[src/rtl/axi4_rd_id_scheduler_pkg.sv]
// -----------------------------------------------------------------------------
// axi4_rd_id_scheduler_pkg
// Shared definitions for the AXI4 read-ID scheduler:
//   - default sizes (requesters, ID width, tag width, in-flight limit)
//   - cnt_width(): width of a per-ID outstanding counter
//   - ar_stage_t: contents of the single AR issue slot
//   - stage_state_e: occupancy of that slot
// -----------------------------------------------------------------------------
package axi4_rd_id_scheduler_pkg;

  localparam int DEF_NREQ         = 4;
  localparam int DEF_ID_W         = 2;
  localparam int DEF_TAG_W        = 7;
  localparam int DEF_MAX_INFLIGHT = 4;

  // Enough bits to hold 0..max_inflight inclusive.
  function automatic int cnt_width(input int max_inflight);
    return $clog2(max_inflight + 1);
  endfunction

  typedef struct packed {
    logic [DEF_ID_W-1:0]  id;
    logic [DEF_TAG_W-1:0] tag;
  } ar_stage_t;

  typedef enum logic {
    ST_EMPTY = 1'b0,
    ST_FULL  = 1'b1
  } stage_state_e;

endpackage

[src/rtl/axi4_rd_id_scheduler_rr_arbiter.sv]
// -----------------------------------------------------------------------------
// axi4_rd_id_scheduler_rr_arbiter
// NREQ-wide round-robin arbiter. The search starts at the pointer; on a grant
// the pointer moves to one past the winner, otherwise it holds.
// Ports:
//   clock, reset_n : clock, asynchronous active-low reset
//   eligible       : per-requester eligibility mask
//   advance        : grant permitted this cycle
//   grant          : one-hot grant (zero when no grant)
//   grant_idx      : index of the winner (valid when grant_valid)
//   grant_valid    : a grant is made this cycle
// NREQ must equal 2**IDX_W so pointer arithmetic wraps naturally.
// -----------------------------------------------------------------------------
module axi4_rd_id_scheduler_rr_arbiter
  import axi4_rd_id_scheduler_pkg::*;
#(
  parameter int NREQ  = DEF_NREQ,
  parameter int IDX_W = DEF_ID_W
) (
  input  logic             clock,
  input  logic             reset_n,
  input  logic [NREQ-1:0]  eligible,
  input  logic             advance,
  output logic [NREQ-1:0]  grant,
  output logic [IDX_W-1:0] grant_idx,
  output logic             grant_valid
);

  logic [IDX_W-1:0] ptr_q, ptr_d;
  logic             found;
  logic [IDX_W-1:0] cand;

  // NOTE: every variable written in an always_comb gets a default on entry;
  // a path that leaves one unassigned would infer a latch.
  always_comb begin
    found     = 1'b0;
    grant_idx = '0;
    cand      = '0;
    for (int i = 0; i < NREQ; i++) begin
      cand = ptr_q + IDX_W'(i);
      if (!found && eligible[cand]) begin
        found     = 1'b1;
        grant_idx = cand;
      end
    end
    grant_valid = advance && found;
    grant       = grant_valid ? (NREQ'(1) << grant_idx) : '0;
    ptr_d       = grant_valid ? (grant_idx + IDX_W'(1)) : ptr_q;
  end

  // NOTE: sequential state uses non-blocking assignments so every flop samples
  // pre-edge values regardless of statement order.
  always_ff @(posedge clock or negedge reset_n) begin
    if (!reset_n) ptr_q <= '0;
    else          ptr_q <= ptr_d;
  end

endmodule

[src/rtl/axi4_rd_id_scheduler.sv]
// -----------------------------------------------------------------------------
// axi4_rd_id_scheduler
// Shares one AXI4 AR channel among NREQ requesters (requester r uses ID r).
// Round-robin grant with a per-ID in-flight limit, a single-slot AR stage,
// tag-queue push on AR fire and pop on R last beats.
// Ports:
//   clock, reset_n           : clock, asynchronous active-low reset
//   req_valid/req_tag        : per-requester request and tag (slice r)
//   req_ready                : one-hot combinational grant
//   ar_valid/ar_id/ar_tag    : AR stage outputs, ar_ready : downstream accept
//   r_valid/r_id/r_last      : observed R beats
//   enq_valid/enq_tag        : tag queue push (on AR fire)
//   deq_valid                : tag queue pop (on R last with outstanding)
//   busy                     : counters non-zero or AR stage full
//   err                      : sticky, R last with nothing outstanding
// Optional: define AXI4_RD_ID_QUIESCE_EN to add quiesce_req (blocks new
// grants) and idle (registered quiesce_req && !busy).
// -----------------------------------------------------------------------------
module axi4_rd_id_scheduler
  import axi4_rd_id_scheduler_pkg::*;
#(
  parameter int NREQ         = DEF_NREQ,
  parameter int ID_W         = DEF_ID_W,
  parameter int TAG_W        = DEF_TAG_W,
  parameter int MAX_INFLIGHT = DEF_MAX_INFLIGHT
) (
  input  logic                  clock,
  input  logic                  reset_n,
  input  logic [NREQ-1:0]       req_valid,
  input  logic [NREQ*TAG_W-1:0] req_tag,
  output logic [NREQ-1:0]       req_ready,
  output logic                  ar_valid,
  output logic [ID_W-1:0]       ar_id,
  output logic [TAG_W-1:0]      ar_tag,
  input  logic                  ar_ready,
  input  logic                  r_valid,
  input  logic [ID_W-1:0]       r_id,
  input  logic                  r_last,
  output logic [NREQ-1:0]       enq_valid,
  output logic [TAG_W-1:0]      enq_tag,
  output logic [NREQ-1:0]       deq_valid,
  output logic                  busy,
`ifdef AXI4_RD_ID_QUIESCE_EN
  input  logic                  quiesce_req,
  output logic                  idle,
`endif
  output logic                  err
);

  localparam int CNT_W = cnt_width(MAX_INFLIGHT);

  stage_state_e     state_q, state_d;
  ar_stage_t        stage_q, stage_d;
  logic [CNT_W-1:0] cnt_q [NREQ];
  logic [CNT_W-1:0] cnt_d [NREQ];
  logic             err_q, err_d;

  logic [NREQ-1:0]  eligible;
  logic             grant_en;
  logic [NREQ-1:0]  grant;
  logic [ID_W-1:0]  grant_idx;
  logic             grant_valid;
  logic             ar_fire;
  logic             retire;
  logic             retire_ok;

  // A full counter masks its requester, so the arbiter skips it.
  always_comb begin
    for (int r = 0; r < NREQ; r++) begin
      eligible[r] = req_valid[r] && (cnt_q[r] < CNT_W'(MAX_INFLIGHT));
    end
  end

  // A new grant may only land in the slot if it is empty or leaving now.
`ifdef AXI4_RD_ID_QUIESCE_EN
  assign grant_en = ((state_q == ST_EMPTY) || ar_ready) && !quiesce_req;
`else
  assign grant_en = (state_q == ST_EMPTY) || ar_ready;
`endif

  axi4_rd_id_scheduler_rr_arbiter #(
    .NREQ  (NREQ),
    .IDX_W (ID_W)
  ) u_arb (
    .clock       (clock),
    .reset_n     (reset_n),
    .eligible    (eligible),
    .advance     (grant_en),
    .grant       (grant),
    .grant_idx   (grant_idx),
    .grant_valid (grant_valid)
  );

  assign ar_fire   = (state_q == ST_FULL) && ar_ready;
  assign retire    = r_valid && r_last;
  assign retire_ok = retire && (cnt_q[r_id] != '0);

  // AR stage: a grant always (re)loads the slot; otherwise a fire empties it.
  always_comb begin
    state_d = state_q;
    stage_d = stage_q;
    unique case (state_q)
      ST_EMPTY: if (grant_valid) state_d = ST_FULL;
      ST_FULL:  if (!grant_valid && ar_ready) state_d = ST_EMPTY;
      default:  state_d = ST_EMPTY;
    endcase
    if (grant_valid) begin
      stage_d.id  = grant_idx;
      stage_d.tag = req_tag[grant_idx*TAG_W +: TAG_W];
    end
  end

  // Counters count from grant, so the staged request is part of the limit.
  // A simultaneous grant and retire on one ID leaves its count unchanged.
  always_comb begin
    for (int r = 0; r < NREQ; r++) begin
      cnt_d[r] = cnt_q[r];
      if (grant[r] && !(retire_ok && (r_id == ID_W'(r))))
        cnt_d[r] = cnt_q[r] + CNT_W'(1);
      else if (!grant[r] && retire_ok && (r_id == ID_W'(r)))
        cnt_d[r] = cnt_q[r] - CNT_W'(1);
    end
    err_d = err_q || (retire && !retire_ok);
  end

  always_comb begin
    busy = (state_q == ST_FULL);
    for (int r = 0; r < NREQ; r++) begin
      if (cnt_q[r] != '0) busy = 1'b1;
    end
  end

  assign req_ready = grant;
  assign ar_valid  = (state_q == ST_FULL);
  assign ar_id     = stage_q.id;
  assign ar_tag    = stage_q.tag;
  assign enq_valid = ar_fire ? (NREQ'(1) << stage_q.id) : '0;
  assign enq_tag   = stage_q.tag;
  assign deq_valid = retire_ok ? (NREQ'(1) << r_id) : '0;
  assign err       = err_q;

  // NOTE: the counter array is reset like ordinary flops because a zero count
  // is observable state; a RAM-backed array could not be cleared this way.
  always_ff @(posedge clock or negedge reset_n) begin
    if (!reset_n) begin
      state_q <= ST_EMPTY;
      stage_q <= '0;
      err_q   <= 1'b0;
      for (int r = 0; r < NREQ; r++) cnt_q[r] <= '0;
    end else begin
      state_q <= state_d;
      stage_q <= stage_d;
      err_q   <= err_d;
      for (int r = 0; r < NREQ; r++) cnt_q[r] <= cnt_d[r];
    end
  end

`ifdef AXI4_RD_ID_QUIESCE_EN
  logic idle_q, idle_d;

  assign idle_d = quiesce_req && !busy;
  assign idle   = idle_q;

  always_ff @(posedge clock or negedge reset_n) begin
    if (!reset_n) idle_q <= 1'b0;
    else          idle_q <= idle_d;
  end
`endif

endmodule
[config.mk]
export PLATFORM = sky130hd
export DESIGN_NAME = axi4_rd_id_scheduler
export DESIGN_NICKNAME = d
export VERILOG_FILES = /design/src/rtl/axi4_rd_id_scheduler_pkg.sv /design/src/rtl/axi4_rd_id_scheduler_rr_arbiter.sv /design/src/rtl/axi4_rd_id_scheduler.sv
export SDC_FILE = /design/constraint.sdc
export NUM_CORES = 1
export LEC_CHECK = 0
export ABC_CLOCK_PERIOD_IN_PS = 3250
export CELL_PAD_IN_SITES_DETAIL_PLACEMENT = 0
export CELL_PAD_IN_SITES_GLOBAL_PLACEMENT = 1
export CORE_MARGIN = 8
export CORE_UTILIZATION = 33
export DETAILED_ROUTE_END_ITERATION = 6
export GPL_TIMING_DRIVEN = 0
export HOLD_SLACK_MARGIN = 0.08
export PLACE_DENSITY = 0.76
export SETUP_SLACK_MARGIN = 0.15
export SYNTH_ARGS = -nofsm -noshare
export SYNTH_HDL_FRONTEND = slang
export SYNTH_HIERARCHICAL = 1
export SYNTH_SLANG_ARGS = --single-unit
[constraint.sdc]
create_clock -name clock -period 3.25 [get_ports clock]
set_clock_uncertainty 0.2 [all_clocks]
set_input_delay 0.325 -clock clock [delete_from_list [all_inputs] [get_ports clock]]
set_output_delay 0.325 -clock clock [all_outputs]
set_load 0.02 [all_outputs]
==> flow_summary.ini, run 1 <==
[run_status]
outcome = finished clean

[finish]
seqCellArea_um2 = 628
syn_to_final_growth_pct = 49.2
layout-drive-gt1-share_pct = 24.4
final_util_pct = 51.3
n_antenna_cell = 0
fin_area_um2 = 2860
fill_cells = 527
multi_input_area_um2 = 1250
fin_nets = 310

[die]
die_x_um = 92.2
die_h_um = 92.2
die_area_um2 = 8500
pin_count = 70
rows = 27
core_area_um2 = 5570
start_util_pct = 34.4

[setup_path]
crit_slowest_cell = clkdlybuf4s50_1
end_kind = output pin
arrival_ps = 2470
crit_path_max_incr_delay_ps = 660
crit_path_start_kind = input port
rrSetupSlack_ps = 310
cp.depth = 8
critPathTopFamily = buffers and inverters
path_max_fanout = 5
crit_path_end = req_ready[3]
path_buf_inv = 3
rr_startpoint = cnt_q[5]$_DFFE_PN0P_
crit_chain = clkdlybuf4s50_1, nor2b_4, inv_1, and3_2, nor3_4, nand2_2, nor2_2, clkdlybuf4s50_1
path_class = in -> out
path_common_cell = clkdlybuf4s50_1
worstRegToRegCells = 13
required_ps = 2720
rr_endpoint = cnt_q[4]$_DFFE_PN0P_
startpoint = req_valid[3]

[grt]
grt_max_degree = 26
grt_overflow_total = 0
track_usage_pct = 12.4
grt_pass1_wl_um = 8670
first_global_vias = 1688
antenna_found_initial = 0

[synthesis]
postSynthCellCount = 191
ys_warn_count = 6
synth_cell_types = 51
ys_ff_latch = 25
seq_area_frac_synth_pct = 32.6
synthesis.nets = 234
avgSynthCellArea_um2 = 10.0
synth_area_um2 = 1920

[power]
cellPowerDensity_nw_per_um2 = 966
total_power_mw = 2.76
max-vdd-ir-drop_mv = 0.382
p_leak_nw = 1.10

[clock_tree]
root_buffer = clkbuf_8
clockBufferDepth = 2
cts_tree = built
clock_latency_ps = 270
cts_max_level = 1
cts.sinks = 25
clk_pin_slew_worst_paths_ps = 90
cts_made_buffers = 3

[sta]
tns_ps = 0
max_freq_mhz = 334
drv_slew = 0
rsz0062_at_grt = false
hold_slack_ps = 270
fin_crit_ps = 2990
worst_slew_pin_slew_ps = 1200
setup_violations = 0
hold_viol = 0
fin_crit_sh_pct = 92.0
relSlewSlack_pct = 19.9

[hold_path]
hp-class = reg -> reg

[drt]
drt-initial-drc-count = 75
viasPerCell = 5.22
drc = 0
post_drt_wl_per_cell_um = 15.9
drt_wl_total_um = 5390
first_pass_iters = 4
routed-via-count = 1765
drtAntennaViolNets = 0

[placed_design]
post_dp_cell_area_um2 = 2690
gp_congestion = 0.781
dp_hpwl_um = 4140
port_buffers = 67

[run]
cap_viol_max_count = 0
how the worst min path moves through the flow:
stage | cells after the start | start | end | slack, ps
finish | 1 | err$_DFF_PN0_ | err$_DFF_PN0_ | 270
global route | 3 | r_id[0] | cnt_q[7]$_DFFE_PN0P_ | 300
CTS | 3 | r_id[1] | cnt_q[7]$_DFFE_PN0P_ | 260
detailed placement | 1 | err$_DFF_PN0_ | err$_DFF_PN0_ | 260
global placement | 1 | err$_DFF_PN0_ | err$_DFF_PN0_ | 250
floorplan | 0 | reset_n | ar_id[0]$_DFFE_PN0P_ | -170
synthesized netlist by cell type, drive strengths merged:
master | n | area [um2]
o2bb2a | 1 | 11.3
and2 | 2 | 12.5
dfrtp | 25 | 626
o21a | 2 | 15.0
nor3b | 1 | 18.8
mux2 | 9 | 105
o211ai | 3 | 22.5
nor2b | 7 | 43.8
or3 | 2 | 12.5
mux2i | 5 | 50.1
and4b | 1 | 11.3
nand4bb | 1 | 11.3
nand2 | 6 | 22.5
o21ai | 11 | 55.1
o22ai | 1 | 6.26
nand3b | 1 | 7.51
nor4 | 4 | 25.0
nand4 | 2 | 18.8
a22oi | 1 | 7.51
o41ai | 2 | 17.5
nor3 | 14 | 80.1
o21bai | 2 | 15.0
o31a | 1 | 8.76
a21oi | 12 | 63.8
fa | 4 | 80.1
xnor2 | 6 | 60.1
nand4b | 2 | 32.5
a31o | 1 | 8.76
nor2 | 16 | 70.1
a211oi | 4 | 30.0
mux4 | 7 | 158
clkbuf | 5 | 18.8
a221o | 1 | 10.0
inv | 7 | 26.3
buf | 11 | 81.3
nand3 | 3 | 15.0
and3 | 3 | 20.0
nand2b | 5 | 38.8
flip-flops by register name, indices dropped and copies added, names as in the netlist:
name         flops
ar_id            2
cnt_q           12
u_arb/ptr_q      2
ar_tag           7
ar_valid         1
err              1
cells by family (layout without fill, tap and decap cells):
logic type                 count (synthesis)  in the layout  share of synthesized area (%)
adders and majority gates                  4              4                           4.18
and+or+nand+nor                           70             70                           23.0
buffers and inverters                     23             98                           6.59
AOI/OAI and AO/OA                         42             42                           14.2
xor gates and xnor gates                   6              6                           3.13
muxes                                     21             21                           16.3
DFF                                       25             25                           32.6
what timing repair did:
item / CTS / global route
buffers inserted: 0 / 4
setup endpoints to repair: 7 / 7
pin swaps: 1 / 3
resized for setup: 7 / 23
hold buffers: 0 / 0
power by group:
part	switching (mW)	internal, mW
Sequential	0.215	0.469
Combinational	0.887	1.00
Clock	0.104	0.0879
Total	1.21	1.56
worst reg2reg max path, delay by kind of cell (launching register included):
family                     cells  cell delay [ps]
AOI/OAI and AO/OA              5              610
adders and majority gates      1              540
buffers and inverters          2              340
DFF                            1              480
and+or+nand+nor                5              700
routing by layer:
metal	GRT usage [%]	vias up	part of all wire, %
li1	-	847	-
met1	17.2	855	50
met4	2.42	0	0.52
met3	2.77	4	5.3
met5	0	-	0
met2	19.3	59	44
layout make-up:
| class | count | area share [%] |
|---|---|---|
| Buffer | 16 | 4.16 |
| Clock buffer | 4 | 1.57 |
| Inverter | 7 | 0.919 |
| Multi-Input combinational cell | 143 | 43.7 |
| Sequential cell | 25 | 22.0 |
| Tap cell | 72 | 3.15 |
| Timing Repair Buffer | 71 | 24.5 |
metrics by stage:
step	std cells	setup WS (ps)
4_1_cts	334	165
5_1_grt	338	137
6_report	338	260
3_5_place_dp	330	-255
2_1_floorplan	191	200
3_3_place_gp	330	-279
cells in the final DEF (no fill, tap or decap), types with 3 or more instances in the layout:
cell type	instances
nor4_1	3
dfrtp_1	23
o211ai_1	3
mux4_2	7
nor2_2	3
xnor2_1	5
nor2b_1	3
inv_1	7
nand2_1	5
buf_6	3
mux2i_1	5
mux2_2	8
clkbuf_1	3
o21ai_1	3
clkdlybuf4s50_1	67
buf_4	13
nand2b_1	4
o21ai_0	8
nor2_1	12
a211oi_1	4
fa_1	3
clkbuf_8	3
a21oi_1	11
nand3_1	3
nor2b_4	4
nor3_1	11
Note: power is estimated with default switching activity, not from simulation.
==> run 2: changes to the inputs <==
- SKIP_CTS_REPAIR_TIMING: unset -> 1
==> flow_summary.ini, run 2 (synthesized netlist as in run 1, its figures left out) <==
[run_status]
outcome = finished clean

[die]
rows = 27
die_h_um = 92.2
core_area_um2 = 5570
pin_count = 70
start_util_pct = 34.4
die_x_um = 92.2
die_area_um2 = 8500

[grt]
grt_max_degree = 26
grt_pass1_wl_um = 8630
grt_overflow_total = 0
track_usage_pct = 12.3
antenna_found_initial = 0
first_global_vias = 1674

[power]
p_leak_nw = 1.10
max-vdd-ir-drop_mv = 0.392
cellPowerDensity_nw_per_um2 = 962
total_power_mw = 2.74

[finish]
layout-drive-gt1-share_pct = 24.1
largest_reg_flops = 12
fin_nets = 310
n_antenna_cell = 0
fill_cells = 530
final_cells = 338
top_register = cnt_q
final_common_cell = clkdlybuf4s50_1
final_util_pct = 51.1
final_cell_mix = clkdlybuf4s50_1 (67), dfrtp_1 (23), buf_4 (12), nor2_1 (12)
syn_to_final_growth_pct = 48.5
fin_area_um2 = 2850

[sta]
setup_violations = 0
setup_ws_ps = 265
worst_slew_pin_slew_ps = 1200
max_freq_mhz = 335
fin_crit_ps = 2990
fin_crit_sh_pct = 91.9
tns_ps = 0
hold_slack_ps = 270
drv_slew = 0
hold_viol = 0
rsz0062_at_grt = true
relSlewSlack_pct = 19.6

[drt]
first_pass_iters = 4
drtAntennaViolNets = 0
viasPerCell = 5.24
drt-initial-drc-count = 68
routed-via-count = 1771
drc = 0
drt_wl_total_um = 5340
post_drt_wl_per_cell_um = 15.8

[placed_design]
place_ws_ps = -255
gp_congestion = 0.781
port_buffers = 67
dp_hpwl_um = 4140
post_dp_cell_area_um2 = 2690
dp_cells = 330

[setup_path]
path_class = in -> reg
end_kind = flip-flop
path_max_fanout = 10
arrival_ps = 2970
required_ps = 3230
crit_path_start_kind = input port

[clock_tree]
cts.sinks = 25
cts_tree = built
clock_latency_ps = 270
cts_max_level = 1
root_buffer = clkbuf_8
clockBufferDepth = 2
cts_made_buffers = 3
clk_pin_slew_worst_paths_ps = 90

[hold_path]
hp-class = reg -> reg

[run]
cap_viol_max_count = 0
## run 2: layer usage
metal	GRT usage [%]	part of all wire [%]	vias to the layer above
met3	2.77	5.5	4
met5	0	0	-
met4	2.42	0.52	0
met2	19.0	44	59
li1	-	-	851
met1	17.2	50	857
## run 2: power by group
group	internal (mW)	total [mW]	switching, mW
clock	0.0878	0.191	0.103
sequential	0.469	0.680	0.211
combinational	0.993	1.87	0.875
## run 2: area by class of cell
cell class	instances	area [um2]	area share, %
multi-input cells	143	1240	43.5
repair buffers	71	701	24.6
flip-flops and latches	25	628	22.1
plain buffers	16	119	4.18
well taps	72	90.1	3.16
clock buffers	4	45.0	1.58
inverters	7	26.3	0.923
## run 2: final timing paths
kind | to | slack [ps] | cells after the start | start
min reg2reg | err$_DFF_PN0_ | 270 | 1 | err$_DFF_PN0_
min | err$_DFF_PN0_ | 270 | 1 | err$_DFF_PN0_
min in group asynchronous | u_arb/ptr_q[1]$_DFFE_PN0P_ | 490 | 1 | reset_n
max reg2reg | cnt_q[10]$_DFFE_PN0P_ | 330 | 11 | cnt_q[8]$_DFFE_PN0P_
max in group asynchronous | cnt_q[11]$_DFFE_PN0P_ | 1570 | 1 | reset_n
max | cnt_q[7]$_DFFE_PN0P_ | 260 | 13 | req_valid[3]
## run 2: worst max-delay path: stages
cell and delay (ps):
clkdlybuf4s50_1 450, nor2b_2 180, nand2b_1 190, a21oi_4 90
nor3_4 220, nand2_2 110, nor2_2 150, buf_6 160
o21ai_0 120, fa_1 570, buf_4 110, mux2i_1 60
a211oi_1 230
==> run 3: changes to the inputs <==
- ABC_CLOCK_PERIOD_IN_PS: 3250 -> 3200
- SLEW_MARGIN: unset -> 10
- clock period: 3.25 -> 3.2 ns (I/O delays scaled with it)
==> flow_summary.ini, run 3 (synthesized netlist as in run 1, its figures left out) <==
[finish]
fin_nets = 311
syn_to_final_growth_pct = 49.0
top_register = cnt_q
final_common_cell = clkdlybuf4s50_1
layout-drive-gt1-share_pct = 24.0
final_cell_mix = clkdlybuf4s50_1 (66), dfrtp_1 (23), buf_4 (13)
largest_reg_flops = 12
fin_area_um2 = 2860
n_antenna_cell = 0

[die]
rows = 27
core_area_um2 = 5570
die_x_um = 92.2
die_area_um2 = 8500
pin_count = 70
start_util_pct = 34.4
die_h_um = 92.2

[grt]
first_global_vias = 1674
grt_max_degree = 26
antenna_found_initial = 0
grt_pass1_wl_um = 8630
grt_overflow_total = 0
track_usage_pct = 12.3

[drt]
first_pass_iters = 4
drt-initial-drc-count = 76
drt_wl_total_um = 5340
drtAntennaViolNets = 0
post_drt_wl_per_cell_um = 15.8
drc = 0
viasPerCell = 5.21
routed-via-count = 1766

[power]
max-vdd-ir-drop_mv = 0.401
p_leak_nw = 1.10
cellPowerDensity_nw_per_um2 = 975
total_power_mw = 2.78

[placed_design]
post_dp_cell_area_um2 = 2690
port_buffers = 67
dp_hpwl_um = 4140
place_ws_ps = -300
gp_congestion = 0.781

[clock_tree]
cts_max_level = 1
cts_made_buffers = 3
root_buffer = clkbuf_8
clockBufferDepth = 2
cts.sinks = 25
cts_tree = built
clock_latency_ps = 270
clk_pin_slew_worst_paths_ps = 90

[sta]
worst_slew_pin_slew_ps = 601
fin_crit_sh_pct = 93.5
max_freq_mhz = 334
drv_slew = 0
relSlewSlack_pct = 59.9
setup_violations = 0
fin_crit_ps = 2990
hold_viol = 0
setup_ws_ps = 208
rsz0062_at_grt = false

[setup_path]
arrival_ps = 2470
crit_path_start_kind = input port
path_class = in -> out
required_ps = 2680
end_kind = output pin
path_max_fanout = 5
rrSetupSlack_ps = 320

[run]
cap_viol_max_count = 0

[run_status]
outcome = finished clean

[hold_path]
hp-class = reg -> reg
[run 3: area by class of cell]
cell class                      count  area [um2]
Timing Repair Buffer               72         706
Tap cell                           72        90.1
Inverter                            7        26.3
Multi-Input combinational cell    143        1240
Sequential cell                    25         628
Fill cell                         526        2720
Buffer                             16         119
Clock buffer                        4        45.0
[run 3: worst max-delay path, cell delays in order]
cell,delay (ps)
clkdlybuf4s50_1,450
nor2b_2,180
nand2b_1,190
a21oi_4,90
nor3_4,200
nand2_1,140
nor2_2,240
clkdlybuf4s50_1,660
[run 3: where the power goes]
part / total (mW) / switching (mW) / internal (mW)
logic: 1.90 / 0.892 / 1.01
registers: 0.692 / 0.215 / 0.477
clock network: 0.193 / 0.104 / 0.0892
total: 2.78 / 1.21 / 1.57
[run 3: routing by layer]
layer | wire (um) | share of wire (%) | track usage (%) | vias up
met5 | 0 | 0 | 0 | -
met4 | 28 | 0.52 | 2.42 | 0
met3 | 295 | 5.5 | 2.77 | 4
met2 | 2350 | 44 | 19.0 | 59
met1 | 2660 | 50 | 17.2 | 850
li1 | - | - | - | 853
[run 3: worst paths after layout]
kind	from	endpoint	depth (start not counted)
worst max-delay path	req_valid[3]	req_ready[3]	8
worst min-delay path	err$_DFF_PN0_	err$_DFF_PN0_	1
worst max register to register	cnt_q[5]$_DFFE_PN0P_	cnt_q[4]$_DFFE_PN0P_	13
worst min register to register	err$_DFF_PN0_	err$_DFF_PN0_	1
max in group asynchronous	reset_n	cnt_q[11]$_DFFE_PN0P_	2
min in group asynchronous	reset_n	u_arb/ptr_q[1]$_DFFE_PN0P_	2
[run 3: stage by stage]
stage	utilization, %	hold slack, ps	std cells	TNS [ps]
floorplan	-	-176	191	0
global placement	48.2	254	330	-1950
detailed placement	48.2	257	330	-1960
CTS	49.0	255	334	-159
global route	51.2	289	339	0
finish	51.2	270	339	0
